`config.mk`:
```
export PLATFORM = sky130hd
export DESIGN_NAME = uart_tx_stream
export DESIGN_NICKNAME = d
export VERILOG_FILES = /design/src/rtl/uart_pkg.sv /design/src/rtl/uart_sync_fifo.sv /design/src/rtl/uart_tx_stream.sv
export SDC_FILE = /design/constraint.sdc
export NUM_CORES = 1
export LEC_CHECK = 0
export CORE_UTILIZATION = 55
export CTS_CLUSTER_SIZE = 8
export DETAILED_ROUTE_END_ITERATION = 8
export PLACE_DENSITY_LB_ADDON = 0.2
export SETUP_SLACK_MARGIN = 0.2
export SYNTH_ARGS = -nofsm -noshare
export SYNTH_HDL_FRONTEND = slang
export SYNTH_SLANG_ARGS = --single-unit
```
`constraint.sdc`:
```
create_clock -name clk -period 6.6 [get_ports clk]
set_input_delay 1.65 -clock clk [delete_from_list [all_inputs] [get_ports clk]]
set_output_delay 1.65 -clock clk [all_outputs]
set_load 0.03 [all_outputs]
```
`src/rtl/uart_pkg.sv`:
```
// uart_pkg: engine state type, parity-mode encodings and divisor floor
// shared by the stream UART transmitter and its optional input FIFO.
package uart_pkg;

  typedef enum logic [2:0] {
    IDLE,
    START,
    DATA,
    PARITY,
    STOP
  } tx_state_e;

  localparam logic [1:0] PAR_NONE = 2'b00;
  localparam logic [1:0] PAR_EVEN = 2'b01;
  localparam logic [1:0] PAR_ODD  = 2'b10;

  localparam int unsigned MIN_DIV = 2;

  // Mode 2'b11 is a second encoding of "no parity".
  function automatic logic parity_enabled(input logic [1:0] mode);
    return (mode == PAR_EVEN) || (mode == PAR_ODD);
  endfunction

endpackage

```
`src/rtl/uart_sync_fifo.sv`:
```
// uart_sync_fifo: single-clock show-ahead FIFO with occupancy count.
// DEPTH must be a power of two so the pointers wrap naturally.
module uart_sync_fifo #(
  parameter int WIDTH = 8,
  parameter int DEPTH = 16
) (
  input  logic                   clk,
  input  logic                   rst_n,
  input  logic                   push,
  input  logic [WIDTH-1:0]       wdata,
  input  logic                   pop,
  output logic [WIDTH-1:0]       rdata,
  output logic                   full,
  output logic                   empty,
  output logic [$clog2(DEPTH):0] level
);

  localparam int AW = $clog2(DEPTH);

  logic [WIDTH-1:0] mem_q [DEPTH];
  logic [AW-1:0]    wptr_q;
  logic [AW-1:0]    rptr_q;
  logic [AW:0]      level_q;
  logic             do_push;
  logic             do_pop;

  assign full    = (level_q == (AW+1)'(DEPTH));
  assign empty   = (level_q == '0);
  // A push at full is refused even if a pop frees a slot in the same cycle.
  assign do_push = push && !full;
  assign do_pop  = pop && !empty;
  assign rdata   = mem_q[rptr_q];
  assign level   = level_q;

  always_ff @(posedge clk or negedge rst_n) begin
    if (!rst_n) begin
      wptr_q  <= '0;
      rptr_q  <= '0;
      level_q <= '0;
    end else begin
      if (do_push) wptr_q <= wptr_q + AW'(1);
      if (do_pop)  rptr_q <= rptr_q + AW'(1);
      case ({do_push, do_pop})
        2'b10:   level_q <= level_q + (AW+1)'(1);
        2'b01:   level_q <= level_q - (AW+1)'(1);
        default: level_q <= level_q;
      endcase
    end
  end

  // NOTE: storage has no reset; entries are only ever read behind level_q,
  // so flushing the pointers is enough and keeps the array a plain RAM.
  always_ff @(posedge clk) begin
    if (do_push) mem_q[wptr_q] <= wdata;
  end

endmodule

```
`src/rtl/uart_tx_stream.sv`:
```
// uart_tx_stream: valid/ready fed UART transmitter, 5-9 data bits, optional
// parity, 1/2 stop bits. Define UART_TX_FIFO_EN to add the input FIFO.
module uart_tx_stream
  import uart_pkg::*;
#(
  parameter int DATA_WIDTH = 8,
  parameter int DIV_WIDTH  = 16,
  parameter int FIFO_DEPTH = 16
) (
  input  logic                        clk,
  input  logic                        rst_n,
  input  logic [DIV_WIDTH-1:0]        cfg_div,
  input  logic [1:0]                  cfg_parity,
  input  logic                        cfg_stop2,
  input  logic                        s_valid,
  output logic                        s_ready,
  input  logic [DATA_WIDTH-1:0]       s_data,
  output logic                        tx,
  output logic                        tx_busy,
  output logic                        tx_done,
  output logic [$clog2(FIFO_DEPTH):0] fifo_level
);

  logic [DATA_WIDTH-1:0] word;
  logic                  word_avail;
  logic                  eng_ready;
  logic                  take;

`ifdef UART_TX_FIFO_EN
  logic fifo_full;
  logic fifo_empty;

  uart_sync_fifo #(
    .WIDTH (DATA_WIDTH),
    .DEPTH (FIFO_DEPTH)
  ) u_fifo (
    .clk   (clk),
    .rst_n (rst_n),
    .push  (s_valid),
    .wdata (s_data),
    .pop   (take),
    .rdata (word),
    .full  (fifo_full),
    .empty (fifo_empty),
    .level (fifo_level)
  );

  assign word_avail = !fifo_empty;
  assign s_ready    = rst_n && !fifo_full;
`else
  assign word       = s_data;
  assign word_avail = s_valid;
  assign s_ready    = rst_n && eng_ready;
  assign fifo_level = '0;
`endif

  tx_state_e             state_q, state_d;
  logic [DIV_WIDTH-1:0]  cnt_q, cnt_d;
  logic [DIV_WIDTH-1:0]  div_q, div_d;
  logic [3:0]            bit_q, bit_d;
  logic [DATA_WIDTH-1:0] shift_q, shift_d;
  logic                  par_q, par_d;
  logic                  par_en_q, par_en_d;
  logic                  stop2_q, stop2_d;
  logic                  tx_q, tx_d;
  logic                  done_q, done_d;
  logic [DIV_WIDTH-1:0]  div_eff;
  logic                  cnt_wrap;
  logic                  last_stop;

  assign div_eff   = (cfg_div < DIV_WIDTH'(MIN_DIV)) ? DIV_WIDTH'(MIN_DIV) : cfg_div;
  assign cnt_wrap  = (cnt_q == div_q - DIV_WIDTH'(1));
  assign last_stop = (state_q == STOP) && cnt_wrap && (bit_q == {3'b000, stop2_q});
  // Accepting on the final stop cycle lets frames run back to back.
  assign eng_ready = (state_q == IDLE) || last_stop;
  assign take      = eng_ready && word_avail;

  always_comb begin
    // NOTE: every _d gets its hold value first so no path leaves one
    // unassigned, which would otherwise infer a latch.
    state_d  = state_q;
    cnt_d    = cnt_q;
    div_d    = div_q;
    bit_d    = bit_q;
    shift_d  = shift_q;
    par_d    = par_q;
    par_en_d = par_en_q;
    stop2_d  = stop2_q;
    tx_d     = tx_q;
    done_d   = 1'b0;

    if (state_q != IDLE) cnt_d = cnt_wrap ? '0 : cnt_q + DIV_WIDTH'(1);

    case (state_q)
      IDLE: ;
      START: begin
        if (cnt_wrap) begin
          state_d = DATA;
          bit_d   = '0;
          tx_d    = shift_q[0];
        end
      end
      DATA: begin
        if (cnt_wrap) begin
          if (bit_q == 4'(DATA_WIDTH - 1)) begin
            bit_d   = '0;
            state_d = par_en_q ? PARITY : STOP;
            tx_d    = par_en_q ? par_q : 1'b1;
          end else begin
            bit_d   = bit_q + 4'd1;
            shift_d = shift_q >> 1;
            tx_d    = shift_q[1];
          end
        end
      end
      PARITY: begin
        if (cnt_wrap) begin
          state_d = STOP;
          tx_d    = 1'b1;
        end
      end
      STOP: begin
        if (last_stop) begin
          done_d  = 1'b1;
          state_d = IDLE;
          tx_d    = 1'b1;
        end else if (cnt_wrap) begin
          bit_d = bit_q + 4'd1;
        end
      end
      default: state_d = IDLE;
    endcase

    // Line settings are captured with the word so mid-frame edits wait.
    if (take) begin
      state_d  = START;
      cnt_d    = '0;
      bit_d    = '0;
      shift_d  = word;
      div_d    = div_eff;
      par_en_d = parity_enabled(cfg_parity);
      par_d    = (^word) ^ (cfg_parity == PAR_ODD);
      stop2_d  = cfg_stop2;
      tx_d     = 1'b0;
    end
  end

  // NOTE: state registers use non-blocking assignment so every flop samples
  // the pre-edge value of its neighbours.
  always_ff @(posedge clk or negedge rst_n) begin
    if (!rst_n) begin
      state_q  <= IDLE;
      cnt_q    <= '0;
      div_q    <= '0;
      bit_q    <= '0;
      shift_q  <= '0;
      par_q    <= 1'b0;
      par_en_q <= 1'b0;
      stop2_q  <= 1'b0;
      tx_q     <= 1'b1;
      done_q   <= 1'b0;
    end else begin
      state_q  <= state_d;
      cnt_q    <= cnt_d;
      div_q    <= div_d;
      bit_q    <= bit_d;
      shift_q  <= shift_d;
      par_q    <= par_d;
      par_en_q <= par_en_d;
      stop2_q  <= stop2_d;
      tx_q     <= tx_d;
      done_q   <= done_d;
    end
  end

  assign tx      = tx_q;
  assign tx_busy = (state_q != IDLE);
  assign tx_done = done_q;

endmodule

```
==> qor.csv <==
metric;value;unit
area delta synth->final;14.3;%
cell count after placement;433;
Die Area;6230;um^2
Row Count;27;
wire length per cell;15.2;um
share of post-route cells with drive strength above 1;10.6;%
DRC Markers;0;
Antenna Nets Post-Route;0;
skew final;6.84;ps
EDFF count, synth;0;
vias per inst;5.86;
initial antenna violation count;0;
Post-synth ARST share;100;%
Max Cap Viol;0;
Peak Freq;170;MHz
number of global-route vias before repair;2454;
Final TNS setup;0;ps
Layout Nets;402;
Pins Over Slew Limit;0;
largest net degree at the start of global routing;53;
via count;2585;
core area;5610;um^2
CP Launch Point;div_q[0];
Hold WC Path Type;register to register;
clk slew on worst S/H paths;90;ps
Critical Path End;s_ready;
FF-to-FF End;shift_q[2];
Final Cycle Share;89.0;%
Resized cells post-CTS;0;
Finish-stage setup viols;0;
Final Wtd Congestion;0.908;
Max IR drop VDD;0.000153;V
endpoints failing hold;0;
arrival time worst endpoint;4220;ps
synth warn;0;
most frequent cells in the layout;dfrtp_1, clkdlybuf4s50_1, nor2_1;
PortBufs;33;
first-pass GRT wire length;11700;um
Setup crit start kind;register;
die width;79.0;um
FF+latch count, synth;52;
I/O pin cnt;39;
PwrDens;250;nW/um^2
Min Clock Period, post-route;5870;ps
Post-Synthesis Cells;342;
worst endpoint required time;4950;ps
Worst-Margin Slew;908;ps
critical setup path kind;register to output port;
synthesized cell area;3260;um^2
number of clock sinks;52;
outcome;finished clean;
post-synthesis sequential area ratio;40.0;%
Critical Path Fanout Max;7;
CTS buffer count;5;
Layout fillers;482;
Non-Filler Instances;441;
DR pass1 iterations;4;
Iter 0 DRT Violations;109;
Distinct cells, synth;63;
relative slew slack;38.9;%
element type at the critical path end;output port;
commonest non-fill, non-tap cell in the layout;dfrtp_1;
r2r startpoint;div_q[0];
postcts setup bufs;0;
DP Wirelength;4980;um
Die Ht;79.0;um
H-tree depth;2;
FF-to-FF path depth;10;
syn avg cell area;9.52;um^2
clk buf depth;2;
clock root cell;clkbuf_8;
later-pin clock latency in the skew report;310;ps
Starting Density;58.1;%
GRT Total Usage;24.3;%
Reg2Reg Setup Slack;2390;ps
leakage;1.63;nW
area of the multi-input gates;1820;um^2
GRT overflow;0;
cts hold-fix bufs;0;
WL final;6710;um
Main synth FF type;dfrtp_1;
Ant. Diodes;0;
Seq. cell area;1300;um^2
RSZ-0062 raised after global routing;no;
TritonCTS clock tree;done;
-- critical path: stages, from the launching register on --
cell and delay [ps]:
dfrtp_1 440, inv_1 80, ha_1 260, or4b_1 580
or4_1 510, a221oi_1 310, or4b_4 540, nor4b_4 380
o21a_1 160, clkdlybuf4s50_1 660
-- worst min path at each step --
stage | from | slack (ps) | to | cells past startpoint
after floorplan | par_q | 450 | par_q | 2
after global placement | par_q | 460 | par_q | 2
after detailed placement | par_q | 470 | par_q | 2
after CTS | par_q | 500 | par_q | 2
after global routing | par_q | 550 | par_q | 2
final | par_q | 490 | par_q | 2
-- registers in the layout (all words and copies together), names as in the netlist --
register	count
cnt_q	16
div_q	16
shift_q	8
bit_q	4
state_q	3
par_en_q	1
par_q	1
stop2_q	1
tx	1
tx_done	1
-- cell usage after synthesis (all sizes together), types with 5 or more instances --
master / n / area share, %
dfrtp: 51 / 39
nor2: 31 / 3.6
nand2: 23 / 2.7
xnor2: 21 / 5.6
xor2: 19 / 5.1
mux2: 16 / 5.5
o21ai: 16 / 2.6
a21oi: 12 / 1.8
and3: 11 / 2.1
clkbuf: 11 / 1.3
buf: 10 / 2.3
inv: 10 / 1.2
nand3: 9 / 1.4
nor4: 9 / 1.9
nor3: 8 / 1.2
a31oi: 7 / 1.3
mux2i: 6 / 1.8
nand2b: 6 / 1.2
nand4: 5 / 0.96
-- report_power, final --
group          switching [mW]  total, mW  leakage [nW]  internal [mW]
registers              0.0757      0.445         0.645          0.370
logic                   0.116      0.246         0.920          0.131
clock network           0.105      0.239        0.0645          0.134
total                   0.297      0.931          1.63          0.634
-- final cells by class --
type,instances,share of cell area [%]
Clock inverter,1,0.806
Inverter,10,1.01
Clock buffer,7,2.59
Sequential cell,52,35.0
Multi-Input combinational cell,263,48.9
Tap cell,72,2.42
Timing Repair Buffer,36,9.34
-- per-layer routing --
metal	track usage, %	share of wire (%)
met5	0	0
met4	6.55	0.97
met3	3.79	5.3
met2	40.6	48
met1	32.8	45
-- logic make-up (layout without fill, tap and decap cells) --
logic type / count (synthesis) / count (layout) / synth area share, %
compound gates: 61 / 61 / 12.5
xor+xnor: 41 / 41 / 11.4
fa+ha+maj: 4 / 4 / 1.54
buf+inv: 31 / 54 / 4.73
flops: 52 / 52 / 40.0
mux: 22 / 22 / 7.38
other cells: 1 / 5 / 0.115
simple gates: 130 / 130 / 22.3
-- per-stage QoR --
step	hold slack (ps)	area (um^2)	worst slack (ps)	power (mW)	utilization, %
detailed placement	473	3600	1120	0.695	64.1
floorplan	450	3270	1830	0.621	-
finish	491	3720	729	0.931	66.4
global route	548	3720	582	0.983	66.4
global placement	465	3600	1210	0.685	64.1
CTS	500	3720	753	0.937	66.4
Note: power is estimated with default switching activity, not from simulation.
